[config.mk]
export PLATFORM = sky130hd
export DESIGN_NAME = seq_multiplier
export DESIGN_NICKNAME = d
export VERILOG_FILES = /design/src/rtl/mult_pkg.sv /design/src/rtl/seq_mult_datapath.sv /design/src/rtl/seq_multiplier.sv
export SDC_FILE = /design/constraint.sdc
export NUM_CORES = 1
export LEC_CHECK = 0
export ABC_AREA = 0
export CAP_MARGIN = 20
export CORE_ASPECT_RATIO = 2
export CORE_MARGIN = 2
export CORE_UTILIZATION = 59
export CTS_CLUSTER_DIAMETER = 80
export DETAILED_ROUTE_END_ITERATION = 10
export HOLD_SLACK_MARGIN = 0.03
export PLACE_DENSITY_LB_ADDON = 0.12
export SYNTH_ARGS = -nofsm -noshare
export SYNTH_HDL_FRONTEND = slang
export SYNTH_HIERARCHICAL = 1
export SYNTH_SLANG_ARGS = --single-unit
[constraint.sdc]
create_clock -name clk -period 3.99 [get_ports clk]
set_input_delay 1.197 -clock clk [delete_from_list [all_inputs] [get_ports clk]]
set_output_delay 1.197 -clock clk [all_outputs]
set_load 0.005 [all_outputs]
[src/rtl/mult_pkg.sv]
// Shared definitions for the multiplier family: FSM encoding, default width and a
// magnitude helper reused by the divider/MAC blocks.
package mult_pkg;

    localparam int unsigned DEFAULT_WIDTH = 8;
    localparam int unsigned MAX_WIDTH     = 32;

    typedef enum logic [1:0] {
        ST_IDLE = 2'd0,
        ST_CALC = 2'd1,
        ST_DONE = 2'd2
    } mult_state_e;

    // value must already be sign-extended (signed) or zero-extended (unsigned) to MAX_WIDTH;
    // the caller truncates the result to its operand width.
    function automatic logic [MAX_WIDTH-1:0] abs_mag(input logic [MAX_WIDTH-1:0] value,
                                                     input logic                 is_signed);
        logic [MAX_WIDTH-1:0] res;
        res = value;
        if (is_signed && value[MAX_WIDTH-1]) begin
            res = ~value + {{(MAX_WIDTH-1){1'b0}}, 1'b1};
        end
        return res;
    endfunction

endpackage

[src/rtl/seq_mult_datapath.sv]
// Shift-and-add datapath: one partial product per step, with the sign applied to the
// magnitude product at the final step.
module seq_mult_datapath
    import mult_pkg::*;
#(
    parameter int unsigned WIDTH = DEFAULT_WIDTH,
    parameter int unsigned CNT_W = $clog2(WIDTH + 1)
) (
    input  logic                 clk,
    input  logic                 rst_n,
    input  logic                 i_load,
    input  logic                 i_step,
    input  logic [WIDTH-1:0]     i_mcand,
    input  logic [WIDTH-1:0]     i_mplier,
    input  logic                 i_neg,
    output logic                 o_last,
    output logic [2*WIDTH-1:0]   o_product
);

    logic [WIDTH-1:0]   r_mcand;
    logic [2*WIDTH-1:0] r_acc;
    logic [CNT_W-1:0]   r_cnt;
    logic               r_neg;
    logic [2*WIDTH-1:0] r_product;

    logic [WIDTH:0]     w_sum;
    logic [2*WIDTH-1:0] w_acc_next;
    logic [2*WIDTH-1:0] w_result;
    logic               w_last;

    // Lower half holds the remaining multiplier bits; the sum carry shifts into the top.
    always_comb begin
        w_sum      = {1'b0, r_acc[2*WIDTH-1:WIDTH]} +
                     ({1'b0, r_mcand} & {(WIDTH+1){r_acc[0]}});
        w_acc_next = {w_sum, r_acc[WIDTH-1:1]};
        w_result   = r_neg ? (~w_acc_next + {{(2*WIDTH-1){1'b0}}, 1'b1}) : w_acc_next;
        w_last     = (r_cnt == CNT_W'(WIDTH - 1));
    end

    always_ff @(posedge clk) begin
        if (!rst_n) begin
            r_mcand   <= '0;
            r_acc     <= '0;
            r_cnt     <= '0;
            r_neg     <= 1'b0;
            r_product <= '0;
        end else if (i_load) begin
            r_mcand <= i_mcand;
            r_acc   <= {{WIDTH{1'b0}}, i_mplier};
            r_cnt   <= '0;
            r_neg   <= i_neg;
        end else if (i_step) begin
            r_acc <= w_acc_next;
            r_cnt <= r_cnt + CNT_W'(1);
            if (w_last) begin
                r_product <= w_result;
            end
        end
    end

    assign o_last    = w_last;
    assign o_product = r_product;

endmodule

[src/rtl/seq_multiplier.sv]
// Multi-cycle signed/unsigned multiplier with valid/ready on both sides; one result
// every WIDTH+2 cycles.
module seq_multiplier
    import mult_pkg::*;
#(
    parameter int unsigned WIDTH = DEFAULT_WIDTH,
    parameter int unsigned CNT_W = $clog2(WIDTH + 1)
) (
    input  logic               clk,
    input  logic               rst_n,
    input  logic               in_valid,
    output logic               in_ready,
    input  logic [WIDTH-1:0]   a,
    input  logic [WIDTH-1:0]   b,
    input  logic               is_signed,
    output logic               out_valid,
    input  logic               out_ready,
    output logic [2*WIDTH-1:0] product
);

    mult_state_e r_state;
    mult_state_e w_state_next;

    logic                 w_accept;
    logic                 w_load;
    logic                 w_step;
    logic                 w_last;
    logic                 w_neg;
    logic [MAX_WIDTH-1:0] w_a_ext;
    logic [MAX_WIDTH-1:0] w_b_ext;
    logic [WIDTH-1:0]     w_mag_a;
    logic [WIDTH-1:0]     w_mag_b;

    // The most-negative operand maps to 2^(WIDTH-1), which still fits unsigned.
    always_comb begin
        w_a_ext = is_signed ? MAX_WIDTH'($signed(a)) : MAX_WIDTH'(a);
        w_b_ext = is_signed ? MAX_WIDTH'($signed(b)) : MAX_WIDTH'(b);
        w_mag_a = WIDTH'(abs_mag(w_a_ext, is_signed));
        w_mag_b = WIDTH'(abs_mag(w_b_ext, is_signed));
        w_neg   = is_signed & (a[WIDTH-1] ^ b[WIDTH-1]);
    end

    assign in_ready  = (r_state == ST_IDLE);
    assign out_valid = (r_state == ST_DONE);
    assign w_accept  = in_valid & in_ready;

    always_comb begin
        w_state_next = r_state;
        w_load       = 1'b0;
        w_step       = 1'b0;
        unique case (r_state)
            ST_IDLE: begin
                if (w_accept) begin
                    w_load       = 1'b1;
                    w_state_next = ST_CALC;
                end
            end
            ST_CALC: begin
                w_step = 1'b1;
                if (w_last) begin
                    w_state_next = ST_DONE;
                end
            end
            ST_DONE: begin
                if (out_ready) begin
                    w_state_next = ST_IDLE;
                end
            end
            default: w_state_next = ST_IDLE;
        endcase
    end

    always_ff @(posedge clk) begin
        if (!rst_n) begin
            r_state <= ST_IDLE;
        end else begin
            r_state <= w_state_next;
        end
    end

    seq_mult_datapath #(
        .WIDTH (WIDTH),
        .CNT_W (CNT_W)
    ) u_datapath (
        .clk       (clk),
        .rst_n     (rst_n),
        .i_load    (w_load),
        .i_step    (w_step),
        .i_mcand   (w_mag_a),
        .i_mplier  (w_mag_b),
        .i_neg     (w_neg),
        .o_last    (w_last),
        .o_product (product)
    );

endmodule

; ---- After elaboration in Yosys (flattened, before gate mapping)
; Cells that the tools add are included.
[classes]
n_addsub = 5
n_eq_ne = 6
n_mux = 14
bitwise = 9
reduce_logical = 7
[ops]
columns = operator, count
row1 = 32-bit two-way mux, 2
row2 = 8-bit two-way mux, 4
row3 = "16-bit by 1-bit adder with 16-bit output, second input constant", 1
row4 = "8-bit by 1-bit adder with 8-bit output, second input constant", 2
row5 = 16-bit two-way mux, 1
row6 = 16-bit NOT, 1
row7 = 8-bit NOT, 2
row8 = 8-bit by 9-bit adder with 9-bit output, 1
row9 = 8-bit by 9-bit bitwise AND with 9-bit output, 1
row10 = 2-bit two-way mux, 3
row11 = "2-bit by 1-bit inequality test with 1-bit output, second input constant", 3
row12 = 2-bit case mux with 3 select lines, 1
row13 = 3-bit AND reduction, 2
row14 = "4-bit by 1-bit adder with 4-bit output, second input constant", 1
row15 = "4-bit by 3-bit equality test with 1-bit output, second input constant", 1
row16 = 1-bit two-way mux, 3
row17 = 1-bit bitwise AND, 2
row18 = "2-bit by 1-bit equality test with 1-bit output, second input constant", 1
row19 = "2-bit equality test, second input constant", 1
row20 = 1-bit logical AND, 2
row21 = 2-bit logical NOT, 1
row22 = 1-bit NOT, 2
row23 = 2-bit nonzero test, 1
row24 = 2-bit OR reduction, 1
row25 = 1-bit bitwise XOR, 1
[totals]
register_bits = 47

; ---- Logic depth before layout (Yosys ltp)
; Gate-level depths: netlist (run 1).
[depth]
depth_word = 6
ltp_mapped = 10
depth_no_buf = 9

; ---- Modules after synthesis
; Netlist (run 1), hierarchy kept.
[modules_own_cells]
columns = mod, n_inst, cells_per_inst, area_per_inst_um2, seq_area_each_um2
row1 = seq_mult_datapath, 1, 290, 2471.1, 900.9
row2 = seq_multiplier, 1, 58, 409.1, 40.0

; ---- Worst setup path before layout (run 1)
; No wires, ideal clock.
[synth_timing]
path_type = input to register
startpoint = input in_valid
endpoint = register u_datapath.r_product[13], in the netlist u_datapath/o_product[13]
setup_ps = 103
arrival_ps = 2707
required_time_ps = 3887
path_slack_ps = 1180
stages = 6
path_buffers = 1
cell_sequence = and2_1 clkbuf_1 nor3_1 o21ai_0 a31o_2 a2111oi_2
[synth_via]
elab_chain_cells = 5
[synth_lines]
columns = item, line
row1 = start: declaration, seq_multiplier.sv:11  ; input logic in_valid,
row2 = 1-bit bitwise AND, seq_multiplier.sv:45  ; assign w_accept = in_valid & in_ready;
row3 = 1-bit two-way mux, seq_multiplier.sv:53  ; if (w_accept) begin
row4 = 1-bit two-way mux, seq_multiplier.sv:51  ; unique case (r_state)
row5 = 1-bit NOT (no line), n/a
row6 = 3-bit AND reduction (no line), n/a
row7 = end signal: assignment, seq_mult_datapath.sv:56  ; r_product <= w_result;
row8 = end: declaration, seq_mult_datapath.sv:24  ; logic [2*WIDTH-1:0] r_product;
; No other way between the ends.
; A chain may end at the register's enable or synchronous reset.

; ---- Final worst setup path (run 1)
[layout_timing]
startpoint = register u_datapath.r_acc[0]
endpoint = register u_datapath.r_product[13], in the netlist u_datapath/o_product[13]
[layout_via]
elab_chain_cells = 5
[layout_lines]
columns = item, line
row1 = start: declaration, seq_mult_datapath.sv:21  ; logic [2*WIDTH-1:0] r_acc;
row2 = start signal: assignment, seq_mult_datapath.sv:49  ; r_acc <= {{WIDTH{1'b0}}, i_mplier};
row3 = start signal: assignment, seq_mult_datapath.sv:53  ; r_acc <= w_acc_next;
row4 = 8-bit by 9-bit bitwise AND with 9-bit output (*), seq_mult_datapath.sv:34  ; ({1'b0, r_mcand} & {(WIDTH+1){r_acc[0]}});
row5 = 8-bit by 9-bit adder with 9-bit output (*), seq_mult_datapath.sv:33  ; w_sum = {1'b0, r_acc[2*WIDTH-1:WIDTH]} +
row6 = 16-bit NOT, seq_mult_datapath.sv:36  ; w_result = r_neg ? (~w_acc_next + {{(2*WIDTH-1){1'b0}}, 1'b1}) : w_acc_next;
row7 = 16-bit by 1-bit adder with 16-bit output, seq_mult_datapath.sv:36
row8 = 16-bit two-way mux (*), seq_mult_datapath.sv:36
; Every way passes the cells marked *; elsewhere a longest branch is shown, timed or not.

==> out/qor.yml, run 1 <==
timing:
  setup_viol: 0
  fin_tns_setup_ps: 0
  rsz0062_at_grt: "false"
  worstMarginPinSlew_ps: 932
  drv_slew: 0
  fin_ws_ps: 1070
  timing.fmax_ghz: 0.342
  finalCritPeriodShare_pct: 73.2
  maxSlewHeadroom_pct: 37.8
  hold_viol_final: 0
  finalClockSkew_ps: 11.4
  period_minus_slack_ps: 2920
clock_tree:
  htreeDepth: 2
  clockBufferDepth: 2
  cts_setup_buffers: 0
  cts-resized-gates: 0
  clk_latency_ps: 300
  cts-root-buf: "clkbuf_8"
  clk_pin_slew_ps: 90
  cts_buffers: 5
  cts_hold_buffers: 0
  cts_sinks: 47
  tritoncts: "yes"
floorplan:
  fp.coreArea_mm2: 0.00477
  start_util_pct: 60.3
  num_rows: 36
  dieWidth_um: 53.4
  io_pins: 39
  dieArea_mm2: 0.00549
  die_h_um: 103
synthesis:
  syn-cell-area_mm2: 0.00288
  synth_top_area_share_pct: 32.7
  synth_cell_types: 55
  synthTopCellsByArea: "dfxtp_1, mux2i_1, nor2_1, xor2_1, ha_1"
  synthArstFlopShare_pct: 0
  yosysTopAreaCell: "dfxtp_1"
  synth-seq-cells: 47
  synth_warnings: 6
  avgSynthCellArea_um2: 8.28
  synth_edf_count: 0
  yosysSeqAreaShare_pct: 32.7
  synthCells: 348
  syn-num-nets: 382
  ys.flop_type: "dfxtp_1"
finish:
  area_growth_pct: 17.8
  finalNetCount: 415
  diodes: 0
  final_layout_size_suffix_gt1_share_pct: 6.81
power_and_ir_drop:
  power.leakage_nw: 1.35
  powerDensity_mw_per_mm2: 288
  peakVddDrop_mv: 0.304
global_route:
  grt_usage_pct: 26.0
  antenna_found_initial: 0
  grt_max_degree: 31
  grt_pass1_wl_mm: 10.9
  grt_pass1_vias: 2501
  gr-total-overflow: 0
routing:
  drtIter0Drc: 60
  drc_errors: 0
  vias: 2545
  ant_nets: 0
  via_per_inst: 5.80
  wl_per_cell_um: 14.6
  dr.pass1.iters: 4
  routed_wirelength_mm: 6.40
worst_setup_path:
  crit_path_top_delay_cell: "or3b_1"
  worstSetupPathType: "reg -> reg"
  crit_path_max_fanout: 9
  cp_data_required_time_ps: 4180
  worstReg2RegStart: "u_datapath/r_acc[0]"
  cp-startpoint: "u_datapath/r_acc[0]"
  worst-path-buf-inv: 0
  slowest_delay_ps: 510
  cpLargestDelayFamily: "compound AO/OA/AOI/OAI gates"
  path_cells: "and2_1 > ha_1 > fa_1 > a211oi_2 > nor4b_1 > or3b_1 > a31o_2 > a2111oi_2"
  arrival_ps: 3110
  startpoint_type: "flip-flop"
  critPathCaptureType: "flip-flop"
run:
  maxCapViolations: 0
placed_design:
  port_buffers: 38
  pre_cts_ws_ps: 952
  place.gp.congestion: 0.799
  dp_hpwl_mm: 4.83
worst_hold_path:
  hold_start: "u_datapath/o_product[9]"
  worstHoldPathType: "reg -> reg"
status:
  status: "finished, final reports clean"
[worst reg2reg max path: cells and delay by family (launching register included)]
kind            cells  cell delay [ps]
simple gates        3              770
fa+ha+maj           2              650
flops               1              380
compound gates      3             1020
[cell usage after synthesis (2+ instances only)]
cell type / count
nand2_1: 16
ha_1: 12
o21ai_0: 17
xor2_1: 22
inv_1: 12
a21o_1: 2
nand2b_1: 4
a21oi_1: 24
a31oi_1: 5
nor2_1: 62
and2_1: 11
buf_1: 3
a2111oi_2: 2
mux2i_1: 26
nand3_1: 5
o31ai_1: 4
nor4_2: 2
or3_1: 3
a211oi_1: 9
nand3b_1: 3
nor3b_1: 2
nor2b_1: 3
xnor2_1: 3
mux2_2: 2
nor3_1: 7
a21boi_1: 2
and3_1: 2
or3b_1: 2
clkbuf_1: 9
dfxtp_1: 47
[power by group]
part / switching [mW] / total, mW / internal (mW)
logic: 0.0882 / 0.168 / 0.0802
clock network: 0.151 / 0.309 / 0.158
registers: 0.0158 / 0.498 / 0.483
[placed cells by master (no fill, tap or decap), types with 2 or more instances in the layout]
cell type | netlist | final
buf_4 | 1 | 3
xor2_1 | 22 | 22
nor2b_1 | 3 | 2
nand2_1 | 16 | 16
mux2i_1 | 26 | 26
and2_1 | 11 | 11
clkbuf_8 | 0 | 7
or3b_1 | 2 | 2
nor3_1 | 7 | 6
clkdlybuf4s50_1 | 0 | 38
nand3_1 | 5 | 5
xnor2_1 | 3 | 3
ha_1 | 12 | 12
a2111oi_2 | 2 | 2
mux2_2 | 2 | 2
a21boi_1 | 2 | 2
a21o_1 | 2 | 2
o21ai_0 | 17 | 17
a31oi_1 | 5 | 5
or3_1 | 3 | 3
nor4_2 | 2 | 2
nand3b_1 | 3 | 3
nand2b_1 | 4 | 4
o31ai_1 | 4 | 4
a21oi_1 | 24 | 24
dfxtp_1 | 47 | 47
inv_1 | 12 | 12
a211oi_1 | 9 | 9
nor2_1 | 62 | 62
and3_1 | 2 | 2
nor3b_1 | 2 | 2
[routing by layer]
metal / GRT usage [%] / wire [µm] / vias to the layer above
li1: - / - / 1283
met1: 29.8 / 2660 / 1197
met2: 47.0 / 3450 / 53
met3: 4.06 / 170 / 12
met4: 9.27 / 121 / 0
met5: 0 / 0 / -
[area by class of cell]
class | count | area [µm²]
sequential | 47 | 941
tap | 57 | 71.3
multi-input combinational | 274 | 1830
clock buffer | 8 | 100
timing repair buffer | 41 | 403
inverter | 12 | 45.0
fill | 405 | 1380
[metrics by stage]
stage	util [%]	instance area (µm²)	instances	hold WS, ps	power, mW
after floorplan	-	2880	348	436	0.620
after global placement	69.0	3290	431	446	0.670
after detailed placement	69.0	3290	431	451	0.676
after CTS	71.1	3390	439	472	0.982
after global routing	71.1	3390	439	502	1.02
final	71.1	3390	439	470	0.976
[final timing paths]
| check | to | slack, ps | depth (start not counted) |
|---|---|---|---|
| min | u_datapath/o_product[9] | 470 | 2 |
| max reg2reg | u_datapath/o_product[13] | 1070 | 8 |
| max | u_datapath/o_product[13] | 1070 | 8 |
| min reg2reg | u_datapath/o_product[9] | 470 | 2 |
[flip-flops by register name, indices dropped and copies added, names as in the netlist]
| name | cells |
|---|---|
| u_datapath/r_mcand | 8 |
| u_datapath/r_neg | 1 |
| r_state | 2 |
| u_datapath/o_product | 16 |
| u_datapath/r_cnt | 4 |
| u_datapath/r_acc | 16 |
[kinds of logic after synthesis]
group | Yosys count | synth area share [%]
buffers and inverters | 27 | 3.95
multiplexers | 28 | 9.82
flip-flops | 47 | 32.7
adder cells (fa/ha/maj) | 13 | 5.91
AND/OR/NAND/NOR | 133 | 23.5
AO/OA/AOI/OAI | 75 | 16.6
XOR/XNOR | 25 | 7.60
Note: power is estimated with default switching activity, not from simulation.
==> run 2: changes to the inputs <==
Settings changed: CORE_UTILIZATION 59 to 50.
Clock period 3.99 ns to 2.5 ns, I/O delays scaled along.
==> out/qor.yml, run 2 (same netlist as run 1, synthesis figures left out) <==
clock_tree:
  tritoncts: "yes"  # unchanged
  clk_latency_ps: 290  # was 300 ps
  cts-root-buf: "clkbuf_16"  # was clkbuf_8
  cts_hold_buffers: 0  # unchanged
  clockBufferDepth: 2  # unchanged
  cts_buffers: 5  # unchanged
  cts_sinks: 47  # unchanged
  cts_setup_buffers: 0  # unchanged
  clk_pin_slew_ps: 60  # was 90 ps
  htreeDepth: 2  # unchanged
routing:
  wl_per_cell_um: 14.5  # was 14.6 µm
  routed_wirelength_mm: 6.67  # was 6.40 mm
  via_per_inst: 5.67  # was 5.80
  drc_errors: 0  # unchanged
  dr.pass1.iters: 5  # was 4
  ant_nets: 0  # unchanged
  drtIter0Drc: 99  # was 60
  vias: 2609  # was 2545
floorplan:
  start_util_pct: 50.9  # was 60.3%
  dieArea_mm2: 0.00642  # was 0.00549 mm²
  num_rows: 39  # was 36
  dieWidth_um: 57.7  # was 53.4 µm
  die_h_um: 111  # was 103 µm
  fp.coreArea_mm2: 0.00566  # was 0.00477 mm²
  io_pins: 39  # unchanged
timing:
  timing.fmax_ghz: 0.404  # was 0.342 GHz
  finalClockSkew_ps: 4.71  # was 11.4 ps
  fin_ws_ps: 24.4  # was 1070 ps
  hold_viol_final: 0  # unchanged
  rsz0062_at_grt: "true"  # was false
  worstMarginPinSlew_ps: 512  # was 932 ps
  maxSlewHeadroom_pct: 65.8  # was 37.8%
  setup_viol: 0  # unchanged
  drv_slew: 0  # unchanged
  period_minus_slack_ps: 2480  # was 2920 ps
  finalCritPeriodShare_pct: 99.0  # was 73.2%
finish:
  finalNetCount: 432  # was 415
  final_layout_size_suffix_gt1_share_pct: 15.0  # was 6.81%
  diodes: 0  # unchanged
  fin_cells: 460  # was 439
  area_growth_pct: 30.1  # was 17.8%
  fin_area_mm2: 0.00375  # was 0.00339 mm²
  layout_common_cells: "nor2_1, dfxtp_1, clkdlybuf4s50_1"  # unchanged
  final_common_cell: "nor2_1"  # unchanged
  final_util_pct: 66.2  # was 71.1%
global_route:
  top_usage_layer: "met2"  # unchanged
  grt_use_met2_pct: 42.2  # was 47.0%
  antenna_found_initial: 0  # unchanged
  grt_usage_pct: 21.7  # was 26.0%
  grtUsageMet3_pct: 3.25  # was 4.06%
  gr-usage-met1_pct: 21.4  # was 29.8%
  grt_max_degree: 27  # was 31
  grt_pass1_wl_mm: 11.2  # was 10.9 mm
  grt_pass1_vias: 2564  # was 2501
  gr-total-overflow: 0  # unchanged
power_and_ir_drop:
  p_clk_share_pct: 43.8  # was 31.7%
  powerDensity_mw_per_mm2: 519  # was 288 mW/mm²
  seq_power_share_pct: 40.7  # was 51.1%
  internal_power_mw: 1.49  # was 0.721 mW
  pwr-share-comb_pct: 15.4  # was 17.3%
  power.leakage_nw: 1.48  # was 1.35 nW
  p_sw_share_pct: 23.3  # was 26.1%
  power_switching_mw: 0.453  # was 0.255 mW
  power_mw: 1.95  # was 0.976 mW
  peakVddDrop_mv: 0.487  # was 0.304 mV
worst_setup_path:
  worstSetupPathType: "reg -> reg"  # unchanged
  arrival_ps: 2620  # was 3110 ps
  critPathCaptureType: "flip-flop"  # unchanged
  startpoint_type: "flip-flop"  # unchanged
  cp_data_required_time_ps: 2650  # was 4180 ps
  crit_path_max_fanout: 7  # was 9
placed_design:
  place_area_mm2: 0.00344  # was 0.00329 mm²
  pre_cts_ws_ps: -56.9  # was 952 ps
  dp_hpwl_mm: 5.16  # was 4.83 mm
  place.gp.congestion: 0.901  # was 0.799
  port_buffers: 38  # unchanged
  dp.cells: 452  # was 431
run:
  maxCapViolations: 0  # unchanged
worst_hold_path:
  worstHoldPathType: "reg -> reg"  # unchanged
status:
  status: "finished, final reports clean"  # unchanged
run 2: worst paths after layout:
path / cells past startpoint / slack (ps) / start / end
hold reg to reg: 2 / 450 / u_datapath/o_product[10] / u_datapath/o_product[10]
setup reg to reg: 8 / 20 / u_datapath/r_acc[0] / u_datapath/o_product[13]
setup / recovery: 8 / 20 / u_datapath/r_acc[0] / u_datapath/o_product[13]
hold / removal: 2 / 450 / u_datapath/o_product[10] / u_datapath/o_product[10]
run 2: layout make-up:
class | count | area, µm²
Clock inverter | 3 | 67.6
Sequential cell | 47 | 943
Inverter | 12 | 45.0
Multi-Input combinational cell | 274 | 1940
Timing Repair Buffer | 58 | 547
Tap cell | 61 | 76.3
Clock buffer | 5 | 125
Fill cell | 482 | 1910
run 2: worst max-delay path, stage by stage, from the launching register on:
cell and delay [ps]:
dfxtp_2 330, and2_4 140, ha_4 160, fa_2 390, a211oi_4 250, nor4b_1 90
or3b_4 440, nor4_1 470, a2111oi_4 50
run 2: power groups by stage:
stage | clock (mW) | combinational, mW | sequential [mW]
floorplan | 0 | 0.188 | 0.803
global placement | 0 | 0.282 | 0.809
detailed placement | 0 | 0.288 | 0.809
CTS | 0.870 | 0.291 | 0.793
global route | 0.896 | 0.334 | 0.796
finish | 0.853 | 0.301 | 0.793
run 2: what timing repair did:
item | 4_1_cts | 5_1_grt
gates resized for setup | 1 | 20
pin swaps | 0 | 4
endpoints found under the setup margin | 3 | 5
run 2: layer usage:
layer  vias to the layer above  routed length [µm]
met4                         0                 204
met2                        66                3800
li1                       1322                   -
met5                         -                   0
met1                      1202                2480
met3                        19                 189
run 2: per-stage QoR:
step	TNS, ps	hold slack, ps
detailed placement	-112	448
floorplan	0	436
CTS	-57.5	457
finish	0	454
global route	-150	482
global placement	-6.17	442
